[src/rtl/mips_pkg.sv]
// mips_pkg: shared types and constants for the MIPS core's data-side bridge.
//   bridge_state_t  - dmem_bridge FSM state (2-bit)
//   BUS_ABORT_DATA  - load data returned when a bus transaction is aborted
//   ALIGN_MASK      - low address bits that must be zero for a word access
package mips_pkg;

  typedef enum logic [1:0] {
    IDLE = 2'd0,
    REQ  = 2'd1,
    DONE = 2'd2
  } bridge_state_t;

  localparam logic [31:0] BUS_ABORT_DATA = 32'hDEAD_BEEF;
  localparam logic [1:0]  ALIGN_MASK     = 2'b11;

  function automatic logic is_misaligned(input logic [1:0] addr_lsb);
    return |(addr_lsb & ALIGN_MASK);
  endfunction

endpackage

[src/rtl/dmem_bridge_bus_timer.sv]
// bus_timer: counts REQ cycles without an ack and flags expiry.
// Only instantiated when DMEM_BRIDGE_TIMEOUT_EN is defined.
// Ports:
//   clk       - clock, rising edge
//   reset     - asynchronous active-low reset
//   i_clr     - load the counter with zero (entry to REQ)
//   i_en      - a REQ cycle with no ack; advances the counter
//   o_expired - this enabled cycle is the TMO_CYCLES-th one without ack
module bus_timer #(
  parameter int unsigned TMO_CYCLES = 255
) (
  input  logic clk,
  input  logic reset,
  input  logic i_clr,
  input  logic i_en,
  output logic o_expired
);

  localparam int unsigned CW = (TMO_CYCLES < 2) ? 1 : $clog2(TMO_CYCLES);
  localparam logic [CW-1:0] LAST = CW'(TMO_CYCLES - 1);

  logic [CW-1:0] r_count;

  always_ff @(posedge clk or negedge reset) begin
    if (!reset) begin
      r_count <= '0;
    end else if (i_clr) begin
      r_count <= '0;
    end else if (i_en) begin
      r_count <= r_count + 1'b1;
    end
  end

  // Counter holds the number of waiting cycles already spent, so the
  // TMO_CYCLES-th waiting cycle is the one that sees LAST.
  assign o_expired = i_en && (r_count == LAST);

endmodule

[src/rtl/dmem_bridge.sv]
// dmem_bridge: turns the single-cycle core's zero-wait data access into a
// registered req/ack bus transaction, stalling the core while it is in flight.
// Misaligned accesses never reach the bus; they and bus errors set err_sticky.
// Optional: define DMEM_BRIDGE_TIMEOUT_EN to abort a request after TMO_CYCLES
// cycles without ack (returns BUS_ABORT_DATA and sets err_sticky).
// Ports:
//   clk, reset                 - clock; asynchronous active-low reset
//   cpu_memread, cpu_memwrite  - core access request (both high = write)
//   cpu_addr, cpu_wdata        - byte address and store data from the core
//   cpu_rdata                  - load data to the core
//   stall                      - freezes the core's PC and regfile writes
//   bus_req/bus_we/bus_addr/bus_wdata - registered bus request
//   bus_ack/bus_rdata/bus_err  - bus completion, read data, error qualifier
//   err_sticky, err_clr        - latched error flag and its synchronous clear
module dmem_bridge
  import mips_pkg::*;
#(
  parameter int unsigned AW         = 32,
  parameter int unsigned DW         = 32,
  parameter int unsigned TMO_CYCLES = 255
) (
  input  logic          clk,
  input  logic          reset,
  input  logic          cpu_memread,
  input  logic          cpu_memwrite,
  input  logic [AW-1:0] cpu_addr,
  input  logic [DW-1:0] cpu_wdata,
  output logic [DW-1:0] cpu_rdata,
  output logic          stall,
  output logic          bus_req,
  output logic          bus_we,
  output logic [AW-1:0] bus_addr,
  output logic [DW-1:0] bus_wdata,
  input  logic          bus_ack,
  input  logic [DW-1:0] bus_rdata,
  input  logic          bus_err,
  output logic          err_sticky,
  input  logic          err_clr
);

  bridge_state_t r_state, w_state_nxt;
  logic          r_bus_req, w_bus_req_nxt;
  logic          r_bus_we, w_bus_we_nxt;
  logic [AW-1:0] r_bus_addr, w_bus_addr_nxt;
  logic [DW-1:0] r_bus_wdata, w_bus_wdata_nxt;
  logic [DW-1:0] r_rdata, w_rdata_nxt;
  logic          r_err;

  logic w_acc, w_misalign, w_start, w_bad_acc, w_ack, w_tmo, w_tmr_en, w_err_set;

  assign w_acc      = cpu_memread | cpu_memwrite;
  assign w_misalign = is_misaligned(cpu_addr[1:0]);
  assign w_start    = (r_state == IDLE) && w_acc && !w_misalign;
  assign w_bad_acc  = (r_state == IDLE) && w_acc && w_misalign;
  assign w_ack      = (r_state == REQ) && bus_ack;
  assign w_tmr_en   = (r_state == REQ) && !bus_ack;

`ifdef DMEM_BRIDGE_TIMEOUT_EN
  // Ack wins over timeout: the timer only advances in cycles without ack.
  bus_timer #(
    .TMO_CYCLES(TMO_CYCLES)
  ) u_bus_timer (
    .clk      (clk),
    .reset    (reset),
    .i_clr    (w_start),
    .i_en     (w_tmr_en),
    .o_expired(w_tmo)
  );
`else
  assign w_tmo = 1'b0;
`endif

  always_comb begin
    w_state_nxt     = r_state;
    w_bus_req_nxt   = r_bus_req;
    w_bus_we_nxt    = r_bus_we;
    w_bus_addr_nxt  = r_bus_addr;
    w_bus_wdata_nxt = r_bus_wdata;
    w_rdata_nxt     = r_rdata;
    unique case (r_state)
      IDLE: begin
        if (w_start) begin
          w_state_nxt     = REQ;
          w_bus_req_nxt   = 1'b1;
          w_bus_we_nxt    = cpu_memwrite;
          w_bus_addr_nxt  = cpu_addr;
          w_bus_wdata_nxt = cpu_wdata;
        end
      end
      REQ: begin
        if (w_ack) begin
          w_state_nxt   = DONE;
          w_bus_req_nxt = 1'b0;
          if (!r_bus_we) begin
            w_rdata_nxt = bus_rdata;
          end
        end else if (w_tmo) begin
          w_state_nxt   = DONE;
          w_bus_req_nxt = 1'b0;
          w_rdata_nxt   = DW'(BUS_ABORT_DATA);
        end
      end
      // The finishing instruction's access is still visible here; going
      // straight to IDLE keeps it from being issued a second time.
      DONE:    w_state_nxt = IDLE;
      default: w_state_nxt = IDLE;
    endcase
  end

  always_ff @(posedge clk or negedge reset) begin
    if (!reset) begin
      r_state     <= IDLE;
      r_bus_req   <= 1'b0;
      r_bus_we    <= 1'b0;
      r_bus_addr  <= '0;
      r_bus_wdata <= '0;
      r_rdata     <= '0;
    end else begin
      r_state     <= w_state_nxt;
      r_bus_req   <= w_bus_req_nxt;
      r_bus_we    <= w_bus_we_nxt;
      r_bus_addr  <= w_bus_addr_nxt;
      r_bus_wdata <= w_bus_wdata_nxt;
      r_rdata     <= w_rdata_nxt;
    end
  end

  // A new error event takes priority over a clear in the same cycle.
  assign w_err_set = w_bad_acc || (w_ack && bus_err) || w_tmo;

  always_ff @(posedge clk or negedge reset) begin
    if (!reset) begin
      r_err <= 1'b0;
    end else if (w_err_set) begin
      r_err <= 1'b1;
    end else if (err_clr) begin
      r_err <= 1'b0;
    end
  end

  // Stall is combinational so the core freezes in the very cycle it issues;
  // gating with reset keeps it low while reset is asserted.
  assign stall      = reset && (w_start || (r_state == REQ));
  assign cpu_rdata  = w_bad_acc ? '0 : r_rdata;
  assign bus_req    = r_bus_req;
  assign bus_we     = r_bus_we;
  assign bus_addr   = r_bus_addr;
  assign bus_wdata  = r_bus_wdata;
  assign err_sticky = r_err;

endmodule

[config.mk]
export PLATFORM = sky130hd
export DESIGN_NAME = dmem_bridge
export DESIGN_NICKNAME = d
export VERILOG_FILES = /design/src/rtl/mips_pkg.sv /design/src/rtl/dmem_bridge_bus_timer.sv /design/src/rtl/dmem_bridge.sv
export SDC_FILE = /design/constraint.sdc
export NUM_CORES = 1
export LEC_CHECK = 0
export ABC_AREA = 1
export BUFFER_PORTS_ARGS = -buffer_cell sky130_fd_sc_hd__buf_4
export CORE_MARGIN = 2
export CORE_UTILIZATION = 51
export CTS_CLUSTER_SIZE = 14
export DETAILED_ROUTE_END_ITERATION = 6
export PLACE_DENSITY = 0.86
export SETUP_SLACK_MARGIN = 0.02
export SLEW_MARGIN = 10
export SYNTH_ARGS = -nofsm -noshare
export SYNTH_HDL_FRONTEND = slang
export SYNTH_SLANG_ARGS = --single-unit
[constraint.sdc]
create_clock -name clk -period 3.15 [get_ports clk]
set_input_delay 0.1575 -clock clk [delete_from_list [all_inputs] [get_ports clk]]
set_output_delay 0.1575 -clock clk [all_outputs]
set_load 0.01 [all_outputs]
Word-level counts from Yosys, hierarchy flattened

Index checks and enable logic that the tools add are counted.
Widths: inputs -> output; s select.

Multiply operators: 0
Eq/ne operators: 3
Bitwise gates (word level): 2
Div/mod/pow operators: 0
Reductions and logical operators: 17
Muxes and demuxes: 9
Add/subtract/negate cells: 0
Order comparisons: 0
Shifts and indexed selects: 0

Operator list:

| operator           | number |
|---|---|
| $mux 32            | 1 |
| $logic_and 1x1->1  | 6 |
| $reduce_and 3->1   | 2 |
| $mux 1             | 4 |
| $mux 2             | 2 |
| $ne 2x2->1 const B | 2 |
| $pmux 2 s2         | 1 |
| $reduce_and 2->1   | 2 |
| $reduce_bool 2->1  | 2 |
| $eq 2x1->1 const B | 1 |
| $logic_not 2->1    | 1 |
| $logic_or 1x1->1   | 2 |
| $pmux 1 s2         | 1 |
| $reduce_or 2->1    | 1 |
| $logic_not 1->1    | 1 |
| $not 1->1          | 1 |
| $or 1x1->1         | 1 |

RAM bits: 0
Bits in latches: 0
Memories kept: 0
ROM bits: 0
Logic and storage cells: 38
Bits of input ports: 103
Flip-flop bits (word level): 101
Output and inout bits: 100

Logic depth before layout (Yosys ltp)

Depth after elaboration: 5
Depth in mapped cells: 7
Gate-level depth less buffers: 6

Worst setup path after synthesis

OpenSTA, ideal clock, no wires.

Path type: register to output
Start point: register r_state[1]
End point: output port stall
Buffers on the path: 2
Stages on the path, launching flop included: 6
Setup slack: 1.912 ns
Arrival: 1.080 ns
Path through: dfrtp_1 -> nor2_2 -> nand3_2 -> buf_2 -> buf_6 -> a21oi_2

Word-level cells in the longest chain between the ends: 5
Elaborated cells on any way between the ends: 6
Classes of those cells: eq/ne (1); reduce/logical (5)

RTL lines:

| element                        | RTL line           | source |
|---|---|---|
| start: declaration             | dmem_bridge.sv:41  | `bridge_state_t r_state, w_state_nxt;` |
| start signal: assignment       | dmem_bridge.sv:119 | `r_state <= w_state_nxt;` |
| $logic_not 2->1                | dmem_bridge.sv:53  | `assign w_start = (r_state == IDLE) && w_acc && !w_misalign;` |
| $logic_and 1x1->1 (2 in a row) | dmem_bridge.sv:53  |  |
| $logic_or 1x1->1 (*)           | dmem_bridge.sv:143 | `assign stall = reset && (w_start \|\| (r_state == REQ));` |
| $logic_and 1x1->1 (*)          | dmem_bridge.sv:143 |  |
| end: declaration               | dmem_bridge.sv:29  | `output logic stall,` |

Every way passes the cells marked *; elsewhere a longest branch is shown, timed or not.

Worst setup path after layout

Start point: register r_state[1]
End point: output port cpu_rdata[10]

Word-level cells in the longest chain between the ends: 4

RTL lines:

| element                        | RTL line           | source |
|---|---|---|
| $logic_not 2->1                | dmem_bridge.sv:54  | `assign w_bad_acc = (r_state == IDLE) && w_acc && w_misalign;` |
| $logic_and 1x1->1 (2 in a row) | dmem_bridge.sv:54  |  |
| $mux 32                        | dmem_bridge.sv:144 | `assign cpu_rdata = w_bad_acc ? '0 : r_rdata;` |
| end: declaration               | dmem_bridge.sv:28  | `output logic [DW-1:0] cpu_rdata,` |

No other way between the ends.

==> flow_metrics.py <==
metrics = {
    "outcome": {
        "outcome": "finished, final reports clean",
    },
    "cts": {
        "post_cts_buffers": 0,
        "cts_tree": "done",
        "cts_resized": 0,
        "cts_buffers": 9,
        "root_buffer": "clkbuf_8",
        "clk_path_buf_depth": 2,
        "clkSinkCount": 101,
        "cts_max_level": 3,
        "insertion_delay_ns": 0.35,
        "clk_pin_slew_ns": 0.09,
        "holdBufCountCts": 2,
    },
    "logic_synthesis": {
        "syn_area_um2": 4440,
        "yosys.area.top_type": "dfrtp_1",
        "synth-seq-cells": 101,
        "synth_area_leaders": "dfrtp_1 57%, nand2_1 19%, nand4_1 8.9%",
        "synthesis.nets": 619,
        "synth.top_cell.area_share": 0.570,
        "ys_types": 16,
        "yosys_warnings": 0,
        "seq_area_frac_synth": 0.570,
        "syn_area_per_cell_um2": 8.60,
        "syn_inst": 516,
    },
    "timing": {
        "setup_tns_ns": 0,
        "fin_crit_ns": 2.38,
        "slew_headroom": 0.526,
        "hold_slack_ns": 0.0331,
        "maxSlewViolCount": 0,
        "rsz0062_at_grt": "false",
        "skew_ns": 0.00940,
        "finalCritPeriodShare": 0.754,
        "fmax_ghz": 0.421,
        "final-setup-viol-count": 0,
        "tightest_slew_ns": 0.711,
        "hold_violations": 0,
    },
    "detailed_routing": {
        "drt.antenna.violating_nets": 0,
        "avgViaCountPerCell": 5.17,
        "drt-total-wl_um": 12100,
        "drc": 0,
        "dr.pass1.iters": 4,
        "post_drt_wl_per_cell_um": 14.9,
        "vias": 4197,
        "drt-initial-drc-count": 226,
    },
    "placed_design": {
        "hpwl_um": 8460,
        "portBuffers": 202,
        "place.gp.congestion": 0.812,
        "dpl_cell_area_um2": 5910,
    },
    "layout": {
        "area_delta_synth_final_pct": 37.8,
        "final_layout_size_suffix_gt1_frac": 0.334,
        "fin_nets": 802,
        "final_util": 0.711,
        "antenna_cells": 0,
        "final_cell_area_um2": 6110,
    },
    "floorplan": {
        "die_area_um2": 9460,
        "die_h_um": 97.3,
        "start_util": 0.516,
        "die_w_um": 97.3,
        "core_area_um2": 8590,
        "io_pins": 203,
        "rows": 34,
    },
    "global_routing": {
        "grt_pass1_vias": 4105,
        "met1_usage": 0.329,
        "grt_use_met3": 0.0705,
        "met2_usage": 0.419,
        "top_usage_layer": "met2",
        "antenna_found_initial": 0,
        "grt_use_total": 0.258,
        "grt_pass1_wl_um": 19900,
        "grt_max_degree": 65,
        "grt_overflow": 0,
    },
    "worst_hold_path": {
        "hp-start": "bus_rdata[5]",
        "whs_path_depth": 3,
        "hp-class": "input pin to flip-flop",
        "hold_path_end": "r_rdata[5]$_DFFE_PN0P_",
    },
    "worst_setup_path": {
        "arrival_ns": 2.22,
        "required_ns": 2.99,
        "r2r_end": "err_sticky$_DFFE_PN0P_",
        "r2r_cells": 4,
        "critPathLaunchType": "flip-flop",
        "r2r-start": "r_state[1]$_DFFE_PN0P_",
        "endpoint_kind": "output port",
        "critical_path_class": "flip-flop to output port",
        "r2r_slack_ns": 1.39,
        "cp_max_fo": 64,
    },
    "pwr": {
        "power_density_nw_per_um2": 686,
        "finalPower_mw": 4.19,
        "power.leakage_nw": 3.62,
        "ir_drop_mv": 0.330,
    },
    "flow_run": {
        "max_cap_violations": 0,
    },
}
==> how the worst max path moves through the flow <==
stage,startpoint,to,slack (ns)
3_3_place_gp,r_state[1]$_DFFE_PN0P_,cpu_rdata[2],1.17
2_1_floorplan,r_state[1]$_DFFE_PN0P_,stall,1.91
5_1_grt,r_state[1]$_DFFE_PN0P_,cpu_rdata[12],0.57
6_report,r_state[1]$_DFFE_PN0P_,cpu_rdata[10],0.77
4_1_cts,r_state[1]$_DFFE_PN0P_,cpu_rdata[10],0.74
3_5_place_dp,r_state[1]$_DFFE_PN0P_,cpu_rdata[10],1.15
==> layer usage <==
| layer | part of all wire | wire length (um) |
|---|---|---|
| met4 | 0.028 | 342 |
| met2 | 0.51 | 6130 |
| met5 | 0 | 0 |
| met1 | 0.39 | 4700 |
| met3 | 0.077 | 933 |
==> critical path: stages, from the launching register on <==
cell and delay, ns:
dfrtp_1 0.41, nor2_4 0.13, buf_4 0.55, nand3b_4 0.41, nand2_1 0.18, inv_1 0.05
buf_4 0.14
==> area by class of cell <==
| cell class | count | area, um^2 |
|---|---|---|
| fill | 656 | 2480 |
| tap | 108 | 135 |
| clock buffer | 11 | 151 |
| sequential | 101 | 2530 |
| clock inverter | 5 | 35.0 |
| multi-input combinational | 334 | 1510 |
| inverter | 41 | 154 |
| timing repair buffer | 212 | 1600 |
==> where the power goes <==
part	internal [mW]	leakage (nW)	switching (mW)
combinational	0.720	2.26	0.784
clock	0.331	0.0953	0.428
sequential	1.69	1.26	0.243
==> layout by cell type, fill, tap and decap left out <==
cell type and instances:
nand3b_4 1, dfrtp_1 101, nor2_4 3, nand2_2 3, clkinvlp_4 1, nand3_1 33, clkbuf_8 11, clkinv_2 2
nand2_1 227, nand3_2 1, clkinv_4 2, dlygate4sd3_1 2, inv_1 41, a21oi_2 1, nand4_1 63, o21ai_0 2
buf_4 210
==> cell families after synthesis <==
group,count (synthesis),synth area share
AND/OR/NAND/NOR,331,0.334
buffers and inverters,81,0.0920
AO/OA/AOI/OAI,3,0.00423
flip-flops,101,0.570
==> through the flow <==
stage / instances / worst slack [ns]
floorplan: 516 / 1.91
CTS: 812 / 0.745
global placement: 794 / 1.17
finish: 812 / 0.774
detailed placement: 794 / 1.15
global route: 812 / 0.566
==> cells in the mapped netlist, drive strengths merged <==
cell type and count:
nand2 230, dfrtp 101, nand4 63, inv 41, nand3 34, buf 33
clkbuf 7, nor2 3, o21ai 2, a21oi 1, nand3b 1
==> state kept, by name (all words and copies together) (netlist names) <==
name and cells:
bus_addr 32, bus_wdata 32, r_rdata 32, r_state 2, bus_req 1, bus_we 1, err_sticky 1
Note: power is estimated with default switching activity, not from simulation.
